### src/rtl/alu_arbiter_seq.sv
// Round-robin arbiter that shares one combinational 64-bit ALU between two requesters,
// holding operands for a per-class multicycle window. Optional ALU_STATS_EN adds per-requester completion counters.
module alu_arbiter_seq #(
  parameter int MUL_LAT = 3,
  parameter int DIV_LAT = 8,
  parameter int CNT_W   = 4
) (
  input  logic        clk,
  input  logic        rst_n,

  input  logic        req0_valid,
  output logic        req0_ready,
  input  logic [63:0] req0_in1,
  input  logic [63:0] req0_in2,
  input  logic [2:0]  req0_funct3,
  input  logic [6:0]  req0_funct7,

  input  logic        req1_valid,
  output logic        req1_ready,
  input  logic [63:0] req1_in1,
  input  logic [63:0] req1_in2,
  input  logic [2:0]  req1_funct3,
  input  logic [6:0]  req1_funct7,

  output logic        resp0_valid,
  input  logic        resp0_ready,
  output logic [63:0] resp0_out,

  output logic        resp1_valid,
  input  logic        resp1_ready,
  output logic [63:0] resp1_out,

  output logic [63:0] alu_in1,
  output logic [63:0] alu_in2,
  output logic [2:0]  alu_funct3,
  output logic [6:0]  alu_funct7,
  input  logic [63:0] alu_out,

  output logic        busy
`ifdef ALU_STATS_EN
  ,
  output logic [31:0] stat_cnt0,
  output logic [31:0] stat_cnt1
`endif
);

  typedef enum logic [1:0] {
    IDLE = 2'd0,
    EXEC = 2'd1,
    RESP = 2'd2
  } state_t;

  localparam logic [6:0]       F7_MEXT   = 7'b0000001;
  localparam logic [CNT_W-1:0] MUL_HOLD  = CNT_W'(MUL_LAT - 1);
  localparam logic [CNT_W-1:0] DIV_HOLD  = CNT_W'(DIV_LAT - 1);
  localparam logic [CNT_W-1:0] CNT_ONE   = CNT_W'(1);

  state_t           state_q, state_d;
  logic             last_grant_q;
  logic             owner_q;
  logic [CNT_W-1:0] cnt_q;
  logic [63:0]      result_q;

  logic             any_valid;
  logic             grant;
  logic             req_hs;
  logic             resp_hs;
  logic             owner_ready;
  logic [63:0]      sel_in1, sel_in2;
  logic [2:0]       sel_funct3;
  logic [6:0]       sel_funct7;

  // Cycles to hold beyond the first: zero for base (and any unrecognised) ops.
  function automatic logic [CNT_W-1:0] hold_cycles(input logic [2:0] f3, input logic [6:0] f7);
    if (f7 == F7_MEXT) return f3[2] ? DIV_HOLD : MUL_HOLD;
    return '0;
  endfunction

  // Payload of whichever requester would win this cycle.
  always_comb begin
    sel_in1    = grant ? req1_in1    : req0_in1;
    sel_in2    = grant ? req1_in2    : req0_in2;
    sel_funct3 = grant ? req1_funct3 : req0_funct3;
    sel_funct7 = grant ? req1_funct7 : req0_funct7;
  end

  // Next-state and outputs.
  always_comb begin
    // NOTE: every signal gets a default first so no path leaves it unassigned and infers a latch.
    state_d     = state_q;
    any_valid   = req0_valid | req1_valid;
    grant       = (req0_valid & req1_valid) ? ~last_grant_q : req1_valid;
    req0_ready  = 1'b0;
    req1_ready  = 1'b0;
    resp0_valid = 1'b0;
    resp1_valid = 1'b0;
    owner_ready = owner_q ? resp1_ready : resp0_ready;
    resp_hs     = 1'b0;

    if (rst_n && state_q == IDLE && any_valid) begin
      req0_ready = ~grant;
      req1_ready = grant;
    end
    req_hs = (req0_valid & req0_ready) | (req1_valid & req1_ready);

    unique case (state_q)
      IDLE: if (req_hs) state_d = EXEC;
      EXEC: if (cnt_q == '0) state_d = RESP;
      RESP: begin
        resp0_valid = ~owner_q;
        resp1_valid = owner_q;
        if (owner_ready) begin
          resp_hs = 1'b1;
          state_d = IDLE;
        end
      end
      default: state_d = IDLE;
    endcase

    resp0_out = result_q;
    resp1_out = result_q;
    busy      = (state_q != IDLE);
  end

  // NOTE: sequential state uses non-blocking assignments so every register samples pre-edge values.
  always_ff @(posedge clk) begin
    if (!rst_n) state_q <= IDLE;
    else        state_q <= state_d;
  end

  // NOTE: every datapath register is reset, so an aborted op leaves nothing behind on alu_* or the result.
  always_ff @(posedge clk) begin
    if (!rst_n) begin
      last_grant_q <= 1'b1;
      owner_q      <= 1'b0;
      cnt_q        <= '0;
      result_q     <= '0;
      alu_in1      <= '0;
      alu_in2      <= '0;
      alu_funct3   <= '0;
      alu_funct7   <= '0;
    end else if (req_hs) begin
      alu_in1      <= sel_in1;
      alu_in2      <= sel_in2;
      alu_funct3   <= sel_funct3;
      alu_funct7   <= sel_funct7;
      owner_q      <= grant;
      last_grant_q <= grant;
      cnt_q        <= hold_cycles(sel_funct3, sel_funct7);
    end else if (state_q == EXEC) begin
      if (cnt_q == '0) result_q <= alu_out;
      else             cnt_q    <= cnt_q - CNT_ONE;
    end
  end

`ifdef ALU_STATS_EN
  always_ff @(posedge clk) begin
    if (!rst_n) begin
      stat_cnt0 <= '0;
      stat_cnt1 <= '0;
    end else if (resp_hs) begin
      if (owner_q) stat_cnt1 <= stat_cnt1 + 32'd1;
      else         stat_cnt0 <= stat_cnt0 + 32'd1;
    end
  end
`endif

endmodule

### config.mk
export PLATFORM = sky130hd
export DESIGN_NAME = alu_arbiter_seq
export DESIGN_NICKNAME = d
export VERILOG_FILES = /design/src/rtl/alu_arbiter_seq.sv
export SDC_FILE = /design/constraint.sdc
export NUM_CORES = 1
export LEC_CHECK = 0
export ABC_CLOCK_PERIOD_IN_PS = 2830
export CAP_MARGIN = 10
export CORE_AREA = 5 5 236 238
export DETAILED_ROUTE_END_ITERATION = 12
export DIE_AREA = 0 0 241 243
export GPL_TIMING_DRIVEN = 1
export PLACE_DENSITY = 0.5
export REMOVE_ABC_BUFFERS = 1
export SLEW_MARGIN = 20
export SYNTH_ARGS = -nofsm -noshare
export SYNTH_HDL_FRONTEND = slang
export SYNTH_SLANG_ARGS = --single-unit
export TNS_END_PERCENT = 100
### constraint.sdc
create_clock -name clk -period 2.83 [get_ports clk]
set_input_delay 0.4245 -clock clk [delete_from_list [all_inputs] [get_ports clk]]
set_output_delay 0.4245 -clock clk [all_outputs]
set_load 0.05 [all_outputs]
Yosys cells after proc, flatten, opt, wreduce, memory -nomap -nowiden
Index checks and enable logic that the tools add are counted.
- bits in registers: 210
- latch bits: 0
- memory bits (writable): 0
- ROM bits: 0
- word-level logic and storage cells: 58
- memories: 0
- muxes and demuxes: 23
- div/mod/pow operators: 0
- $add $sub $neg: 1
- shift-type cells: 0
- magnitude comparators: 0
- reductions and logical operators: 9
- $mul: 0
- equality and inequality tests: 7
- bitwise operators: 9
- operators by type and width (kind ; number):
    2-to-1 mux 64 bit ; 2
    2-to-1 mux 4 bit ; 5
    2-to-1 mux 1 bit ; 9
    != test 2 bit, second input constant ; 4
    == test 7 x 1 -> 1 bit, second input constant ; 1
    2-to-1 mux 7 bit ; 1
    2-to-1 mux 2 bit ; 3
    2-to-1 mux 3 bit ; 2
    one-hot mux 2 bit (3 select lines) ; 1
    AND reduction 3 bit ; 2
    logical NOT 4 bit ; 1
    inverter 1 bit ; 4
    nonzero test 2 bit ; 2
    subtractor 4 x 1 -> 4 bit, second input constant ; 1
    AND 1 bit ; 3
    == test 2 x 1 -> 1 bit, second input constant ; 1
    == test 2 bit, second input constant ; 1
    logical AND 1 bit ; 2
    logical NOT 2 bit ; 1
    OR 1 bit ; 2
    AND reduction 2 bit ; 1

Depth between registers and ports, before layout
Gate-level depths: netlist of the first run.
- depth in word-level cells: 10
- depth in mapped cells: 8
- gate-level depth less buffers: 6

Worst setup path before layout of the first run
OpenSTA, ideal clock, no wires.
- kind: register to output
- start point: register state_q[1]
- end point: output port req0_ready
- data arrival time: 1.751 ns
- slack: 0.654 ns
- required time: 2.406 ns
- cell stages (with the launch flop): 6
- path through: dfxtp_1 -> or2_1 -> buf_6 -> or3_1 -> buf_2 -> nor2_2
- cells in the longest elaborated chain, start to end: 4
- RTL lines (element ; RTL line ; text):
    start: declaration ; 58 ; state_t state_q, state_d;
    start signal: assignment ; 128 ; else state_q <= state_d;
    logical NOT 2 bit ; 100 ; if (rst_n && state_q == IDLE && any_valid) begin
    logical AND 1 bit (2 in a row) ; 100 ;
    2-to-1 mux 1 bit ; 100 ;
    end: declaration ; 12 ; output logic req0_ready,
No other way between the ends.

Final worst setup path of the first run
- start point: register state_q[1]
- end point: output port busy
- cells in the longest elaborated chain, start to end: 1
- RTL lines (element ; RTL line ; text):
    nonzero test 2 bit ; 122 ; busy = (state_q != IDLE);
    end: declaration ; 39 ; output logic busy
No other way between the ends.

==> results of run 1 <==
## cells in the final DEF (no fill, tap or decap), types with 3 or more instances in the layout
master / n
a21oi_1: 68
a22oi_1: 5
a311oi_1: 104
buf_12: 12
buf_4: 14
clkbuf_1: 12
clkbuf_16: 27
clkbuf_8: 3
clkdlybuf4s50_1: 614
clkinv_2: 3
clkinvlp_4: 3
dfxtp_1: 210
inv_1: 4
mux2i_1: 29
nand2_1: 339
nand3_1: 34
nor2_1: 110
o21ai_0: 18
o21ai_1: 10
o21bai_1: 3
o2bb2ai_1: 5
## worst max path at each step
stage	startpoint	to	slack (ps)
6_report	state_q[1]	busy	190
2_1_floorplan	req1_valid	alu_in1[17]	-5200
3_5_place_dp	req1_valid	req1_ready	310
4_1_cts	state_q[1]	req1_ready	120
5_1_grt	state_q[1]	req1_ready	90
3_3_place_gp	req1_valid	req1_ready	300
## state kept, by name (all words and copies together), names as in the netlist
| name | cells |
|---|---|
| alu_in1 | 64 |
| alu_in2 | 64 |
| resp0_out | 64 |
| alu_funct7 | 7 |
| cnt_q | 4 |
| alu_funct3 | 3 |
| state_q | 2 |
| last_grant_q | 1 |
| owner_q | 1 |
## report_power, final
part | internal, uW | switching [uW] | total (uW)
logic | 1170 | 1760 | 2930
clock network | 1840 | 1320 | 3150
registers | 3210 | 161 | 3370
total | 6210 | 3240 | 9450
## per-stage QoR
step	setup WS, ps	std cells	hold slack [ps]
floorplan	-5200	968	459
global placement	296	2304	444
detailed placement	313	2304	449
CTS	116	2352	390
global route	85.6	2352	410
finish	187	2352	437
## metal layers
| metal | routed length (microns) | track usage |
|---|---|---|
| met5 | 0 | 0 |
| met4 | 1230 | 0.0413 |
| met3 | 3660 | 0.0405 |
| met2 | 20300 | 0.229 |
| met1 | 16500 | 0.151 |
## synth_stat cells, types with 2 or more instances
| cell type | n | area share |
|---|---|---|
| o21ai_0 | 18 | 0.010 |
| a21oi_1 | 68 | 0.038 |
| o21bai_1 | 3 | 0.0025 |
| ha_1 | 2 | 0.0028 |
| o21ai_1 | 10 | 0.0056 |
| buf_1 | 12 | 0.0050 |
| nor4b_1 | 2 | 0.0019 |
| buf_6 | 2 | 0.0025 |
| a22oi_1 | 5 | 0.0042 |
| mux2i_1 | 29 | 0.032 |
| or3_1 | 2 | 0.0014 |
| buf_4 | 74 | 0.062 |
| nor3b_1 | 2 | 0.0017 |
| nand3_1 | 34 | 0.019 |
| o2bb2ai_1 | 5 | 0.0049 |
| a311oi_1 | 104 | 0.10 |
| buf_2 | 24 | 0.013 |
| nor2_1 | 110 | 0.046 |
| clkbuf_1 | 46 | 0.019 |
| inv_1 | 4 | 0.0017 |
| dfxtp_1 | 210 | 0.47 |
| nor3_1 | 2 | 0.0011 |
| nand2_1 | 340 | 0.14 |
## worst reg2reg max path, delay by kind of cell (launching register included)
kind            cells  cell delay, ps
compound gates      1             120
flops               1             320
buf+inv             2             370
fa+ha+maj           1             160
simple gates        3             950
## kinds of logic (layout without fill, tap and decap cells)
| logic type | Yosys count | in the layout |
|---|---|---|
| buffers and inverters | 163 | 693 |
| XOR/XNOR | 1 | 1 |
| multiplexers | 30 | 30 |
| AO/OA/AOI/OAI | 218 | 218 |
| flip-flops | 210 | 210 |
| AND/OR/NAND/NOR | 502 | 502 |
| adder cells (fa/ha/maj) | 2 | 2 |
## layout make-up
type	count	area [sq um]
Fill cell	5672	37100
Timing Repair Buffer	640	6490
Sequential cell	210	4200
Multi-Input combinational cell	753	3900
Tap cell	696	871
Clock buffer	42	762
Clock inverter	6	37.5
Inverter	5	23.8
==> out/results.ini, run 1 <==
[detailed_routing]
detail-route-antenna-nets=0
viasPerCell=4.17
vias=9809
drc=0
firstDrtPassIters=4
drt_wl_total_mm=41.7
avgRoutedWirePerCell_microns=17.7
drtIter0Drc=319

[worst_setup_path]
cpLargestDelayFamily=buffers and inverters
worstPathRequired_ps=2410
crit_type=flop to output pin
r2r_setup_slack_ps=830
r2r_end=resp0_out[21]
critPathBufInv=1
cp-start-kind=flop
slowest_delay_ps=910
path_cells=or2_1 -> clkdlybuf4s50_1
r2r_start=cnt_q[0]
end_kind=output pin
rr_worst_depth=7
crit_slowest_cell=clkdlybuf4s50_1
critPathMaxFanout=6
crit_arrival_ps=2220
cp_num_cells=2

[cts]
clk_latency_ps=540
cts_buffers=27
postCtsSetupBuffers=0
hold_buffers=0
cts.repair.resized=0
cts-root-buf=clkbuf_16
cts.sinks=210
htreeDepth=1
cts_tree=built
clkTransAtPathRegs_ps=60
ctsLongestPathBuffers=3

[timing]
clock_skew_ps=16.7
slew_viol_final=0
setup_viol_count_final=0
fmax_mhz=378
hold_viol_final=0
rsz0062_at_grt=false
finalSetupTns_ps=0
relSlewSlack=0.502
worst_slew_pin_slew_ps=741
fin_crit_ps=2640
fin_crit_sh=0.934

[synthesis]
synth_edf_count=0
async_reset_ff_frac=0
yosys_warnings=0
synth_seq_cells=210
synth_ff_type=dfxtp_1
syn-cell-area_sq_um=9010
synth_top_family_by_area=simple AND/OR/NAND/NOR gates
synth_mux_area_frac=0.0335
postSynthCellCount=1126
avgSynthCellArea_sq_um=8.00
synth_xor_area_frac=0.000972
yosys.area_share.simple=0.222
ys_types=41
yosys.area_share.adder=0.00278
seq_area_frac_synth=0.467
synth-compound-area-share=0.170

[min_path]
min_to=resp0_out[14]
min_path_type=input pin to flop
min_from=alu_out[14]
whs_path_depth=3

[power]
powerDensity_nw_per_um2=580
report.power.total_uw=9450
p_leak_uw=0.00589
worst_ir_drop_vdd_v=0.000338

[global_route]
grt_use_total=0.131
antenna_found_initial=3
overflow=0
grt_pass1_vias=9738
grt_max_degree=88
grt_pass1_wl_mm=60.4

[floorplan]
die_h_microns=243
die-area_sq_um=58600
row_count=85
coreArea_sq_um=53400
io_pins=617
dieWidth_microns=241
start_util=0.169

[final_layout]
antenna_cells=0
final_area_sq_um=16300
drive_above_1_share=0.0441
area_growth_pct=80.8
utilization=0.305
finalNetCount=1985

[run_status]
run_status=complete, no violations

[placed_design]
place.gp.congestion=0.811
place_area_sq_um=15500
dp_hpwl_mm=32.0
placement.io_buffers=616

[run]
cap_violations=0

(Power assumes the default switching activity.)
==> inputs of run 2 (changes only) <==
Settings changed: CAP_MARGIN 10 to default, TNS_END_PERCENT 100 to 30.
==> results of run 2 <==
Final layout, timing and power as in run 1 (identical DEF).
==> inputs of run 3 (changes only) <==
Settings changed: GPL_ROUTABILITY_DRIVEN from default to 0.
==> results of run 3 <==
Final layout, timing and power as in run 1 (identical DEF).
